### src/rtl/gf180mcu_fd_sc_mcu9t5v0__crc8_pkg.sv
// Shared definitions for the serial CRC-8 checker: FSM states, default
// polynomial/initial value and the single-bit LFSR step.
package gf180mcu_fd_sc_mcu9t5v0__crc8_pkg;

  typedef enum logic [1:0] {
    ST_IDLE = 2'd0,
    ST_ACC  = 2'd1,
    ST_DONE = 2'd2
  } state_e;

  localparam logic [7:0] CRC8_POLY_DEFAULT = 8'h07;
  localparam logic [7:0] CRC8_INIT_DEFAULT = 8'h00;
  localparam logic [6:0] BITCNT_MAX        = 7'd127;

  // MSB-first shift; the x^8 term of the polynomial is implicit.
  function automatic logic [7:0] crc8_step(input logic [7:0] crc,
                                           input logic       d,
                                           input logic [7:0] poly);
    logic fb;
    fb = crc[7] ^ d;
    return {crc[6:0], 1'b0} ^ (fb ? poly : 8'h00);
  endfunction

endpackage

### src/rtl/gf180mcu_fd_sc_mcu9t5v0__crc8_step.sv
// Combinational one-bit CRC-8 LFSR update.
module gf180mcu_fd_sc_mcu9t5v0__crc8_step
  import gf180mcu_fd_sc_mcu9t5v0__crc8_pkg::*;
(
  input  logic [7:0] crc,
  input  logic       d,
  input  logic [7:0] poly,
  output logic [7:0] crc_next
);

  assign crc_next = crc8_step(crc, d, poly);

endmodule

### src/rtl/gf180mcu_fd_sc_mcu9t5v0__crc8_ser.sv
// Serial CRC-8 frame accumulator with residue check (IDLE/ACC/DONE FSM).
// Optional LENERR output enabled by GF180MCU_FD_SC_MCU9T5V0__CRC8_SER_LENERR_EN.
module gf180mcu_fd_sc_mcu9t5v0__crc8_ser
  import gf180mcu_fd_sc_mcu9t5v0__crc8_pkg::*;
#(
  parameter logic [7:0] POLY = CRC8_POLY_DEFAULT,
  parameter logic [7:0] INIT = CRC8_INIT_DEFAULT
) (
  input  logic       CLK,
  input  logic       RN,
  input  logic       SOF,
  input  logic       DV,
  input  logic       D,
  input  logic       EOF,
  output logic [7:0] CRC,
  output logic [6:0] BITCNT,
  output logic       BUSY,
  output logic       DONE,
  output logic       OK
`ifdef GF180MCU_FD_SC_MCU9T5V0__CRC8_SER_LENERR_EN
  ,
  output logic       LENERR
`endif
);

  state_e     state_q, state_d;
  logic [7:0] crc_q, crc_d;
  logic [6:0] bitcnt_q, bitcnt_d;
  logic [7:0] step_in, step_out;
  logic [6:0] bitcnt_inc;
  logic       crc_zero;

  // A starting frame absorbs its first bit from INIT, not from the old residue.
  assign step_in    = SOF ? INIT : crc_q;
  assign bitcnt_inc = (bitcnt_q == BITCNT_MAX) ? bitcnt_q : bitcnt_q + 7'd1;

  gf180mcu_fd_sc_mcu9t5v0__crc8_step u_step (
    .crc      (step_in),
    .d        (D),
    .poly     (POLY),
    .crc_next (step_out)
  );

  always_ff @(posedge CLK or negedge RN) begin
    if (!RN) begin
      state_q  <= ST_IDLE;
      crc_q    <= INIT;
      bitcnt_q <= 7'd0;
    end else begin
      state_q  <= state_d;
      crc_q    <= crc_d;
      bitcnt_q <= bitcnt_d;
    end
  end

  always_comb begin
    state_d  = state_q;
    crc_d    = crc_q;
    bitcnt_d = bitcnt_q;
    if (SOF) begin
      state_d  = ST_ACC;
      crc_d    = DV ? step_out : INIT;
      bitcnt_d = DV ? 7'd1 : 7'd0;
    end else begin
      case (state_q)
        ST_IDLE: ;
        ST_ACC: begin
          if (DV) begin
            crc_d    = step_out;
            bitcnt_d = bitcnt_inc;
          end
          if (EOF) begin
            state_d = ST_DONE;
          end
        end
        ST_DONE: state_d = ST_IDLE;
        default: state_d = ST_IDLE;
      endcase
    end
  end

  assign crc_zero = (crc_q == 8'h00);
  assign CRC      = crc_q;
  assign BITCNT   = bitcnt_q;
  assign BUSY     = (state_q == ST_ACC);
  assign DONE     = (state_q == ST_DONE);

`ifdef GF180MCU_FD_SC_MCU9T5V0__CRC8_SER_LENERR_EN
  // Frames must be a non-zero whole number of bytes.
  assign LENERR = DONE && ((bitcnt_q == 7'd0) || (bitcnt_q[2:0] != 3'd0));
  assign OK     = DONE && crc_zero && !LENERR;
`else
  assign OK     = DONE && crc_zero;
`endif

endmodule
### config.mk
export PLATFORM = sky130hd
export DESIGN_NAME = gf180mcu_fd_sc_mcu9t5v0__crc8_ser
export DESIGN_NICKNAME = d
export VERILOG_FILES = /design/src/rtl/gf180mcu_fd_sc_mcu9t5v0__crc8_pkg.sv /design/src/rtl/gf180mcu_fd_sc_mcu9t5v0__crc8_step.sv /design/src/rtl/gf180mcu_fd_sc_mcu9t5v0__crc8_ser.sv
export SDC_FILE = /design/constraint.sdc
export NUM_CORES = 1
export LEC_CHECK = 0
export BUFFER_PORTS_ARGS = -buffer_cell sky130_fd_sc_hd__buf_4
export CORE_MARGIN = 1
export CORE_UTILIZATION = 51
export DETAILED_ROUTE_END_ITERATION = 10
export PLACE_DENSITY = 0.77
export SLEW_MARGIN = 20
export SYNTH_ARGS = -nofsm -noshare
export SYNTH_HDL_FRONTEND = slang
export SYNTH_HIERARCHICAL = 1
export SYNTH_SLANG_ARGS = --single-unit
### constraint.sdc
create_clock -name CLK -period 1.7 [get_ports CLK]
set_input_delay 0.34 -clock CLK [delete_from_list [all_inputs] [get_ports CLK]]
set_output_delay 0.34 -clock CLK [all_outputs]
set_load 0.02 [all_outputs]
* After elaboration in Yosys (flattened, before gate mapping) *
Cells that the tools add are included.

storage, ports and cells
  register bits = 17
  logic and storage cells = 34

cells by class
  add/subtract/negate cells = 1
  equality and inequality tests = 6
  multiplexer cells = 14
  bitwise logic cells = 2
  reductions and logical operators = 8

operators with widths
  operator             count
  $mux 8               5
  $mux 7               4
  $logic_not 8->1      1
  $xor 8x8->8          1
  $add 7x1->7 const B  1
  $eq 7x7->1 const B   1
  $mux 2               2
  $ne 2x2->1 const B   2
  $pmux 2 s2           1
  $reduce_and 2->1     2
  $reduce_bool 2->1    2
  $mux 3               1
  $ne 3x3->1 const B   1
  $reduce_and 3->1     1
  $eq 2x1->1 const B   1
  $eq 2x2->1 const B   1
  $logic_not 2->1      1
  $logic_and 1x1->1    1
  $mux 1               1
  $xor 1x1->1          1

* Depth between registers and ports, before layout *
Gate-level depths: netlist of run 1.

  depth in word-level cells = 7
  depth in mapped cells = 6
  mapped depth without buffers = 5

* Modules after synthesis *
Netlist of run 1, hierarchy kept.

modules (own cells, without submodules)
  module                              instances  cells each  area an instance (um^2)  seq. area each (um^2)
  gf180mcu_fd_sc_mcu9t5v0__crc8_ser   1          81          872.1                    425.4
  gf180mcu_fd_sc_mcu9t5v0__crc8_step  1          16          111.4                    0.0

* Worst setup path after synthesis of run 1 *
No wires, ideal clock.

  path kind = reg-to-reg
  from = reg bitcnt_q[1], in the netlist BITCNT[1]
  to = reg bitcnt_q[0], in the netlist BITCNT[0]
  library setup time = 0.087 ns
  data arrival time = 1.417 ns
  required time = 1.613 ns
  slack = 0.197 ns
  cell stages (with the launch flop) = 5
  buffers on the path = 0
  period minus slack after synthesis = 1.503 ns
  path through = dfrtp_1 -> ha_1 -> and2_0 -> a2111o_1 -> o211ai_1

on the way
  word-level cells in the longest chain between the ends = 3

RTL lines
  what                               line                                     text
  start, declared                    gf180mcu_fd_sc_mcu9t5v0__crc8_ser.sv:28  logic [6:0] bitcnt_q, bitcnt_d;
  start signal, assigned             gf180mcu_fd_sc_mcu9t5v0__crc8_ser.sv:52  bitcnt_q <= bitcnt_d;
  $eq 7x7->1                         gf180mcu_fd_sc_mcu9t5v0__crc8_ser.sv:35  assign bitcnt_inc = (bitcnt_q == BITCNT_MAX) ? bitcnt_q : bitcnt_q + 7'd1;
  $ne 2x2->1 (no source line)        -
  $reduce_and 3->1 (no source line)  -

Every way passes these cells.
A chain may end at the register's enable or synchronous reset.

* Final worst setup path of run 1 *
  from = reg crc_q[7], in the netlist CRC[7]
  to = out OK

on the way
  word-level cells in the longest chain between the ends = 2

RTL lines
  what                    line                                     text
  start, declared         gf180mcu_fd_sc_mcu9t5v0__crc8_ser.sv:27  logic [7:0] crc_q, crc_d;
  start signal, assigned  gf180mcu_fd_sc_mcu9t5v0__crc8_ser.sv:51  crc_q <= crc_d;
  $logic_not 8->1         gf180mcu_fd_sc_mcu9t5v0__crc8_ser.sv:82  assign crc_zero = (crc_q == 8'h00);
  $logic_and 1x1->1       gf180mcu_fd_sc_mcu9t5v0__crc8_ser.sv:93  assign OK = DONE && crc_zero;
  end, declared           gf180mcu_fd_sc_mcu9t5v0__crc8_ser.sv:19  output logic OK

Every way passes these cells.

==> results of run 1 <==
-- power groups by stage --
| stage | clock (W) | combinational (W) | sequential (W) |
|---|---|---|---|
| final | 0.000215 | 0.000294 | 0.000478 |
| after global routing | 0.000234 | 0.000317 | 0.000483 |
| after CTS | 0.000222 | 0.000271 | 0.000476 |
| after detailed placement | 0 | 0.000264 | 0.000483 |
| after global placement | 0 | 0.000259 | 0.000482 |
| after floorplan | 0 | 0.000131 | 0.000511 |
-- per-stage QoR --
stage	util, %	instance area, µm²	cells
2_1_floorplan	-	1010	103
3_3_place_gp	68.2	1200	149
3_5_place_dp	68.2	1200	149
4_1_cts	70.6	1250	154
5_1_grt	72.7	1280	158
6_report	72.7	1280	158
-- final timing paths --
| path | start | to | slack [ns] | cells after the start |
|---|---|---|---|---|
| max | CRC[7]$_DFFE_PN0P_ | OK | 0.03 | 3 |
| min reg2reg | BITCNT[6]$_DFFE_PN0P_ | BITCNT[6]$_DFFE_PN0P_ | 0.56 | 2 |
| min | EOF | state_q[0]$_DFFE_PN0P_ | 0.23 | 2 |
| max reg2reg | BITCNT[1]$_DFFE_PN0P_ | BITCNT[0]$_DFFE_PN0P_ | 0.13 | 4 |
| max in group asynchronous | RN | CRC[3]$_DFFE_PN0P_ | 1.06 | 2 |
| min in group asynchronous | RN | BITCNT[4]$_DFFE_PN0P_ | 0.45 | 2 |
-- final cells by class --
| type | instances | share of cell area [%] |
|---|---|---|
| clock buffers | 4 | 2.05 |
| repair buffers | 29 | 17.2 |
| well taps | 25 | 2.44 |
| multi-input cells | 80 | 44.3 |
| flip-flops and latches | 17 | 33.2 |
| inverters | 3 | 0.878 |
-- cells in the mapped netlist, types with 2 or more instances --
cell      number
inv_1          3
conb_1         2
a211oi_1       5
nor2b_1        9
nand2b_1       4
nand2_1        9
dfrtp_1       17
and3_1         4
a21boi_0       2
a31oi_1        2
buf_2          2
xnor2_1        7
nor4_1         2
a22o_1         8
-- layer usage --
metal	part of all wire, %	global-route usage [%]	up-vias
met5	0	0	-
met4	0.45	8.82	0
met3	3.9	2.38	2
met2	49	36.1	20
met1	47	32.5	425
li1	-	-	418
-- sequential cells by signal (all words and copies together) (netlist names) --
signal	count
state_q	2
BITCNT	7
CRC	8
-- worst max-delay path: stages, from the launching register on --
cell and delay, ns:
dfrtp_1 0.43, nor4_2 0.30, and3_1 0.19, buf_4 0.13
-- kinds of logic after synthesis --
logic type      count (synthesis)
other cells                     2
xor+xnor                        8
mux                             1
flops                          17
simple gates                   37
buf+inv                         6
fa+ha+maj                       1
compound gates                 25
-- what timing repair did --
action | in CTS | in global routing
setup endpoints to repair | 1 | 1
gates resized for setup | 1 | 1
hold endpoints to repair | 17 | 0
setup buffers | 0 | 4
pin swaps | 0 | 1
hold buffers | 1 | 0
==> impl_metrics.csv, run 1 <==
group,metric,value,unit
synthesis,async_flop_share,100,%
power_and_ir_drop,switching_share,31.9,%
routing,vias_per_cell,5.47,
setup_path,end_kind,"output port",
synthesis,synth_area,983,µm²
finish,fillers,143,
synthesis,ys_ff_latch,17,
routing,ant_nets,0,
global_routing,grt_start_max_net_pins,22,
sta,finalSetupViolCount,0,
clock_network,clk_path_buf_depth,2,
job,cap_viol_max_count,0,
clock_network,cts_tree,"done",
sta,hold_viol_final,0,
floorplanning,io_pins,24,
synthesis,synth_edf_count,0,
synthesis,yosysTopAreaCellShare,43.3,%
finish,multi_input_area,568,µm²
synthesis,synth_ff_type,"dfrtp_1",
outcome,status,"finished clean",
sta,clock_skew,0.00259,ns
routing,via_count,865,
placed_design,place_hpwl,1.49,mm
power_and_ir_drop,pwr-share-clk,21.8,%
setup_path,required,1.36,ns
sta,fin_hold_ws,0.229,ns
floorplanning,die-area,2110,µm²
synthesis,synth-adder-area-share,1.27,%
synthesis,synth_warnings,6,
floorplanning,core-area,1760,µm²
clock_network,cts.sinks,17,
synthesis,synth_top_family_by_area,"simple AND/OR/NAND/NOR gates",
power_and_ir_drop,power_frac_seq,48.4,%
sta,fin_ws,0.0312,ns
setup_path,path_max_fanout,4,
floorplanning,die_y,45.9,µm
finish,layout.nets,141,
power_and_ir_drop,power_report.internal_total,0.000672,W
sta,rsz0062_at_grt,"true",
global_routing,antenna_found_initial,0,
setup_path,crit_type,"reg2out",
routing,drt_first_pass_iters,4,
placed_design,dpl_worst_slack,0.152,ns
routing,drc_errors,0,
floorplanning,die_w,45.9,µm
setup_path,cp-start-kind,"register",
sta,max_freq,599,MHz
finish,layout_common_cells,"buf_4 (28), dfrtp_1 (17), nor2b_1 (9), nand2_1 (9)",
global_routing,grt_pass1_vias,784,
global_routing,grt.overflow.total,0,
global_routing,grt.total_usage,23.0,%
power_and_ir_drop,pwr_density_cell,770,nW/µm²
floorplanning,fp-row-count,15,
placed_design,gp_congestion,0.754,
synthesis,synth.largest_area_cell,"dfrtp_1",
synthesis,synth-simple-area-share,22.5,%
sta,period_share,98.2,%
finish,regArea,425,µm²
synthesis,synth_compound_area_share,20.7,%
clock_network,clk_pin_slew,0.10,ns
routing,drt_iter0_drc,14,
clock_network,cts_root_buf,"clkbuf_4",
synthesis,syn_avg_cell_area,10.1,µm²
synthesis,syn_inst,97,
power_and_ir_drop,p_leak,0.604,nW
synthesis,synth_area_leaders,"dfrtp_1 (43%), a22o_1 (7.1%), xnor2_1 (6.2%)",
clock_network,clkLatencyLatePin,0.28,ns
synthesis,synth-xor-area-share,7.89,%
sta,period_minus_slack,1.67,ns
clock_network,cts_buffers,3,
synthesis,seq_area_frac_synth,43.3,%
placed_design,numPortBuffers,23,
power_and_ir_drop,power.switching,0.000315,W
finish,layout_commonest_cell,"buf_4",
power_and_ir_drop,p_comb_share,29.8,%
sta,tns,0,ns
finish,syn2layout_area_growth,30.4,%
global_routing,grt_pass1_wl,3.49,mm
synthesis,synth_cell_type_count,35,
finish,layout-drive-gt1-share,28.6,%
clock_network,htree_num_levels,1,
worst_hold_path,hold_class,"in2reg",
synthesis,synth.area.mux_share,1.02,%
finish,antennaDiodeCount,0,
setup_path,worst_ep_arrival_time,1.33,ns
power_and_ir_drop,ir_worst_vdd,0.000657,V
floorplanning,start_util,55.7,%
sta,final_max_slew_viol_count,0,
power_and_ir_drop,total_power,0.000988,W
routing,routed_wl,2.23,mm
routing,routedWlPerCell,14.1,µm
Power figures use the tool's default switching activity.
==> run 2, diff against run 1 <==
--- a/config.mk
+++ b/config.mk
@@ -10,6 +10,7 @@
 export CORE_UTILIZATION = 51
 export DETAILED_ROUTE_END_ITERATION = 10
 export PLACE_DENSITY = 0.77
+export REMOVE_ABC_BUFFERS = 1
 export SLEW_MARGIN = 20
 export SYNTH_ARGS = -nofsm -noshare
 export SYNTH_HDL_FRONTEND = slang
==> impl_metrics.csv, run 2 (synthesized netlist as in run 1, its figures left out) <==
group,metric,value,unit
finish,antennaDiodeCount,0,
floorplanning,die_w,45.9,µm
global_routing,grt_pass1_wl,3.28,mm
clock_network,clk_pin_slew,0.10,ns
clock_network,cts_root_buf,"clkbuf_4",
power_and_ir_drop,ir_worst_vdd,0.000428,V
floorplanning,die_y,45.9,µm
setup_path,path_max_fanout,4,
global_routing,grt.overflow.total,0,
setup_path,crit_family,"simple AND/OR/NAND/NOR gates",
global_routing,grt_pass1_vias,786,
routing,drc_errors,0,
routing,vias_per_cell,5.46,
sta,hold_viol_final,0,
routing,routed_wl,2.06,mm
setup_path,path_depth,3,
worst_hold_path,min_from,"EOF",
outcome,status,"finished clean",
finish,layout-drive-gt1-share,26.2,%
setup_path,crit_path_start,"CRC[2]$_DFFE_PN0P_",
sta,clock_skew,0.00463,ns
finish,syn2layout_area_growth,27.5,%
clock_network,htree_num_levels,1,
routing,drt_iter0_drc,16,
floorplanning,core-area,1760,µm²
floorplanning,io_pins,24,
setup_path,crit_type,"reg2out",
setup_path,cp_slowest_stage_delay,0.42,ns
clock_network,clk_path_buf_depth,2,
placed_design,numPortBuffers,23,
setup_path,worst_ep_arrival_time,1.36,ns
sta,period_share,100,%
clock_network,cts_buffers,3,
routing,routedWlPerCell,13.3,µm
finish,layout_common_cells,"buf_4 (25), dfrtp_1 (17), nor2b_1 (9), nand2_1 (9)",
sta,rsz0062_at_grt,"true",
setup_path,cpMaxStageDelayCell,"dfrtp_1",
clock_network,clkLatencyLatePin,0.29,ns
finish,final_cells,155,
sta,final_max_slew_viol_count,0,
power_and_ir_drop,pwr_density_cell,771,nW/µm²
routing,via_count,846,
sta,period_minus_slack,1.70,ns
job,cap_viol_max_count,0,
routing,ant_nets,0,
floorplanning,start_util,55.7,%
global_routing,grt.total_usage,22.2,%
sta,tns,0,ns
sta,max_freq,588,MHz
placed_design,gp_congestion,0.756,
setup_path,reg2reg_depth,4,
clock_network,cts_tree,"done",
setup_path,cp-start-kind,"register",
global_routing,antenna_found_initial,0,
finish,layout.nets,138,
finish,largest_register_ff_count,8,
finish,fin_util,71.1,%
setup_path,required,1.36,ns
power_and_ir_drop,p_leak,0.588,nW
setup_path,cp_cell_sequence,"nor4_2, and3_1, buf_4",
setup_path,end_kind,"output port",
finish,multi_input_area,562,µm²
worst_hold_path,min_path_cells,2,
setup_path,path_buf_inv,1,
setup_path,r2r_start,"BITCNT[1]$_DFFE_PN0P_",
routing,drt_first_pass_iters,4,
clock_network,cts.sinks,17,
floorplanning,fp-row-count,15,
finish,layout_commonest_cell,"buf_4",
finish,fillers,149,
placed_design,place_hpwl,1.45,mm
sta,finalSetupViolCount,0,
placed_design,place_inst,149,
global_routing,grt_start_max_net_pins,22,
finish,regArea,425,µm²
floorplanning,die-area,2110,µm²
worst_hold_path,hold_class,"in2reg",
-- run 2: cell types whose count changed in the layout (fill, tap and decap cells not counted), sizes merged --
cell / previous run / this run
buf: 28 / 25
-- run 2: repair_timing --
action / in CTS / in global routing
cloned: 0 / 0
gates resized for setup: 1 / 0
pin swaps: 0 / 1
hold buffers: 1 / 0
hold endpoints to repair: 17 / 0
endpoints found under the setup margin: 1 / 1
buffers inserted: 0 / 1
-- run 2: layer usage --
layer | track usage, % | up-vias | part of all wire, %
met5 | 0 | - | 0
met4 | 14.1 | 0 | 2.2
met3 | 4.37 | 7 | 4.8
met2 | 34.1 | 27 | 47
met1 | 28.1 | 403 | 46
li1 | - | 409 | -
-- run 2: metrics by stage --
step / area (µm²) / hold WS (ns) / worst slack [ns] / power, W
after global placement: 1200 / 0.216 / 0.164 / 0.000738
after CTS: 1250 / 0.223 / 0.0133 / 0.000968
final: 1250 / 0.224 / 0.000435 / 0.000966
after detailed placement: 1200 / 0.217 / 0.125 / 0.000746
after floorplan: 992 / 0.0444 / 0.197 / 0.000637
after global routing: 1250 / 0.215 / -0.0479 / 0.00103
-- run 2: report_power, final --
part           leakage (nW)  internal, W  switching [W]
Clock                0.0150    0.0000912       0.000123
Combinational         0.347     0.000132       0.000143
Sequential            0.226     0.000437      0.0000406
Total                 0.588     0.000660       0.000306
-- run 2: worst paths after layout --
kind	to	slack, ns
worst max-delay path	OK	0.0004
worst min-delay path	state_q[0]$_DFFE_PN0P_	0.22
worst max register to register	BITCNT[1]$_DFFE_PN0P_	0.14
worst min register to register	BITCNT[6]$_DFFE_PN0P_	0.54
max in group asynchronous	CRC[5]$_DFFE_PN0P_	1.08
min in group asynchronous	BITCNT[5]$_DFFE_PN0P_	0.43
-- run 2: cell type report --
| type | count | share of cell area [%] |
|---|---|---|
| Clock buffer | 4 | 2.10 |
| Inverter | 3 | 0.898 |
| Multi-Input combinational cell | 80 | 44.8 |
| Sequential cell | 17 | 33.9 |
| Tap cell | 25 | 2.50 |
| Timing Repair Buffer | 26 | 15.8 |
==> run 3, diff against run 2 <==
==> constraint.sdc (replaced) <==
create_clock -name CLK -period 1.7 [get_ports CLK]
set_input_delay 0.17 -clock CLK [delete_from_list [all_inputs] [get_ports CLK]]
set_output_delay 0.17 -clock CLK [all_outputs]
set_load 0.02 [all_outputs]
==> impl_metrics.csv, run 3 (synthesized netlist as in run 1, its figures left out) <==
group,metric,value,unit
sta,hold_viol_final,0,
floorplanning,start_util,55.7,%
routing,wl_met3,111,µm
floorplanning,die_w,45.9,µm
routing,routedWlPerCell,13.4,µm
clock_network,clk_path_buf_depth,2,
setup_path,end_kind,"register",
routing,vias_per_cell,5.44,
job,cap_viol_max_count,0,
placed_design,numPortBuffers,23,
sta,clock_skew,0.00590,ns
clock_network,htree_num_levels,1,
floorplanning,core-area,1760,µm²
finish,largest_register_ff_count,8,
setup_path,path_max_fanout,7,
sta,period_minus_slack,1.55,ns
floorplanning,io_pins,24,
sta,fin_hold_ws,0.0560,ns
finish,antennaDiodeCount,0,
global_routing,grt_start_max_net_pins,23,
sta,finalSetupViolCount,0,
routing,wirelength_met1,997,µm
placed_design,place_hpwl,1.44,mm
routing,met2_length,931,µm
setup_path,crit_family,"compound AO/OA/AOI/OAI gates",
sta,final_max_slew_viol_count,0,
routing,via_count,837,
finish,syn2layout_area_growth,26.2,%
setup_path,required,1.91,ns
global_routing,grt_pass1_wl,3.31,mm
global_routing,grt_pass1_vias,749,
power_and_ir_drop,ir_worst_vdd,0.000617,V
global_routing,grt.overflow.total,0,
finish,layout_commonest_cell,"buf_4",
global_routing,grt.total_usage,22.2,%
setup_path,cp_slowest_stage_delay,0.46,ns
routing,ant_nets,0,
setup_path,cp-start-kind,"register",
clock_network,clkLatencyLatePin,0.30,ns
finish,layout_common_cells,"buf_4 (24), dfrtp_1 (17), nor2b_1 (9), nand2_1 (9)",
sta,tns,0,ns
clock_network,cts.sinks,17,
routing,drt_first_pass_iters,4,
worst_hold_path,hold_class,"in2reg",
clock_network,cts_buffers,3,
sta,max_freq,645,MHz
finish,layout.nets,137,
clock_network,cts_tree,"done",
finish,layout-drive-gt1-share,25.6,%
setup_path,cpMaxStageDelayCell,"dfrtp_1",
outcome,status,"finished clean",
global_routing,antenna_found_initial,0,
sta,rsz0062_at_grt,"false",
finish,stdcell_area,1240,µm²
clock_network,cts_setup_buffers,0,
setup_path,cp_cell_sequence,"ha_1, and2_0, a2111o_1, o211ai_1",
placed_design,gp_congestion,0.784,
power_and_ir_drop,p_leak,0.584,nW
routing,drc_errors,0,
clock_network,cts_resized,0,
placed_design,placed_cell_area,1200,µm²
setup_path,path_buf_inv,0,
routing,drt_iter0_drc,10,
routing,routed_wl,2.06,mm
clock_network,clk_pin_slew,0.10,ns
setup_path,crit_type,"reg2reg",
clock_network,cts_root_buf,"clkbuf_4",
routing,highest_layer,"met4",
floorplanning,die-area,2110,µm²
sta,period_share,91.1,%
power_and_ir_drop,total_power,0.000965,W
power_and_ir_drop,pwr_density_cell,778,nW/µm²
floorplanning,die_y,45.9,µm
setup_path,worst_ep_arrival_time,1.76,ns
floorplanning,fp-row-count,15,
## run 3: per-layer routing
metal,vias to the layer above,track usage (%)
li1,408,-
met1,397,29.4
met2,30,34.9
met3,2,3.57
met4,0,10.6
met5,-,0
## run 3: report_power, final
part	switching, W	leakage, nW	internal [W]
sequential	0.0000390	0.226	0.000437
clock	0.000133	0.0177	0.0000876
combinational	0.000141	0.340	0.000128
total	0.000313	0.584	0.000652
## run 3: cell type report
type	instances	area [µm²]
clock buffer	3	22.5
clock inverter	1	5.00
fill	139	523
inverter	3	11.3
multi-input combinational	80	556
sequential	17	425
tap	25	31.3
timing repair buffer	25	190
## run 3: per-stage QoR
stage / cells / worst slack (ns) / utilization, %
6_report: 154 / 0.151 / 70.4
2_1_floorplan: 100 / 0.197 / -
5_1_grt: 154 / 0.0204 / 70.4
4_1_cts: 154 / 0.148 / 70.4
3_5_place_dp: 149 / 0.187 / 68.2
3_3_place_gp: 149 / 0.242 / 68.2
## run 3: worst paths after layout
check / start / to / slack (ns) / cells past startpoint
min reg2reg: CRC[5]$_DFFE_PN0P_ / CRC[5]$_DFFE_PN0P_ / 0.56 / 1
max reg2reg: BITCNT[1]$_DFFE_PN0P_ / BITCNT[0]$_DFFE_PN0P_ / 0.15 / 4
max: BITCNT[1]$_DFFE_PN0P_ / BITCNT[0]$_DFFE_PN0P_ / 0.15 / 4
max in group asynchronous: RN / BITCNT[1]$_DFFE_PN0P_ / 1.25 / 2
min: EOF / state_q[0]$_DFFE_PN0P_ / 0.06 / 2
min in group asynchronous: RN / BITCNT[2]$_DFFE_PN0P_ / 0.26 / 2
## run 3: repair_timing
item                                   4_1_cts  5_1_grt
setup endpoints to repair                    0        0
hold buffers                                 1        0
endpoints found under the hold margin       17        0
## run 3: worst reg2reg max path: cells and delay by family (launching register included)
kind            cells  cell delay (ns)
simple gates        1             0.24
compound gates      2             0.53
flops               1             0.46
fa+ha+maj           1             0.24
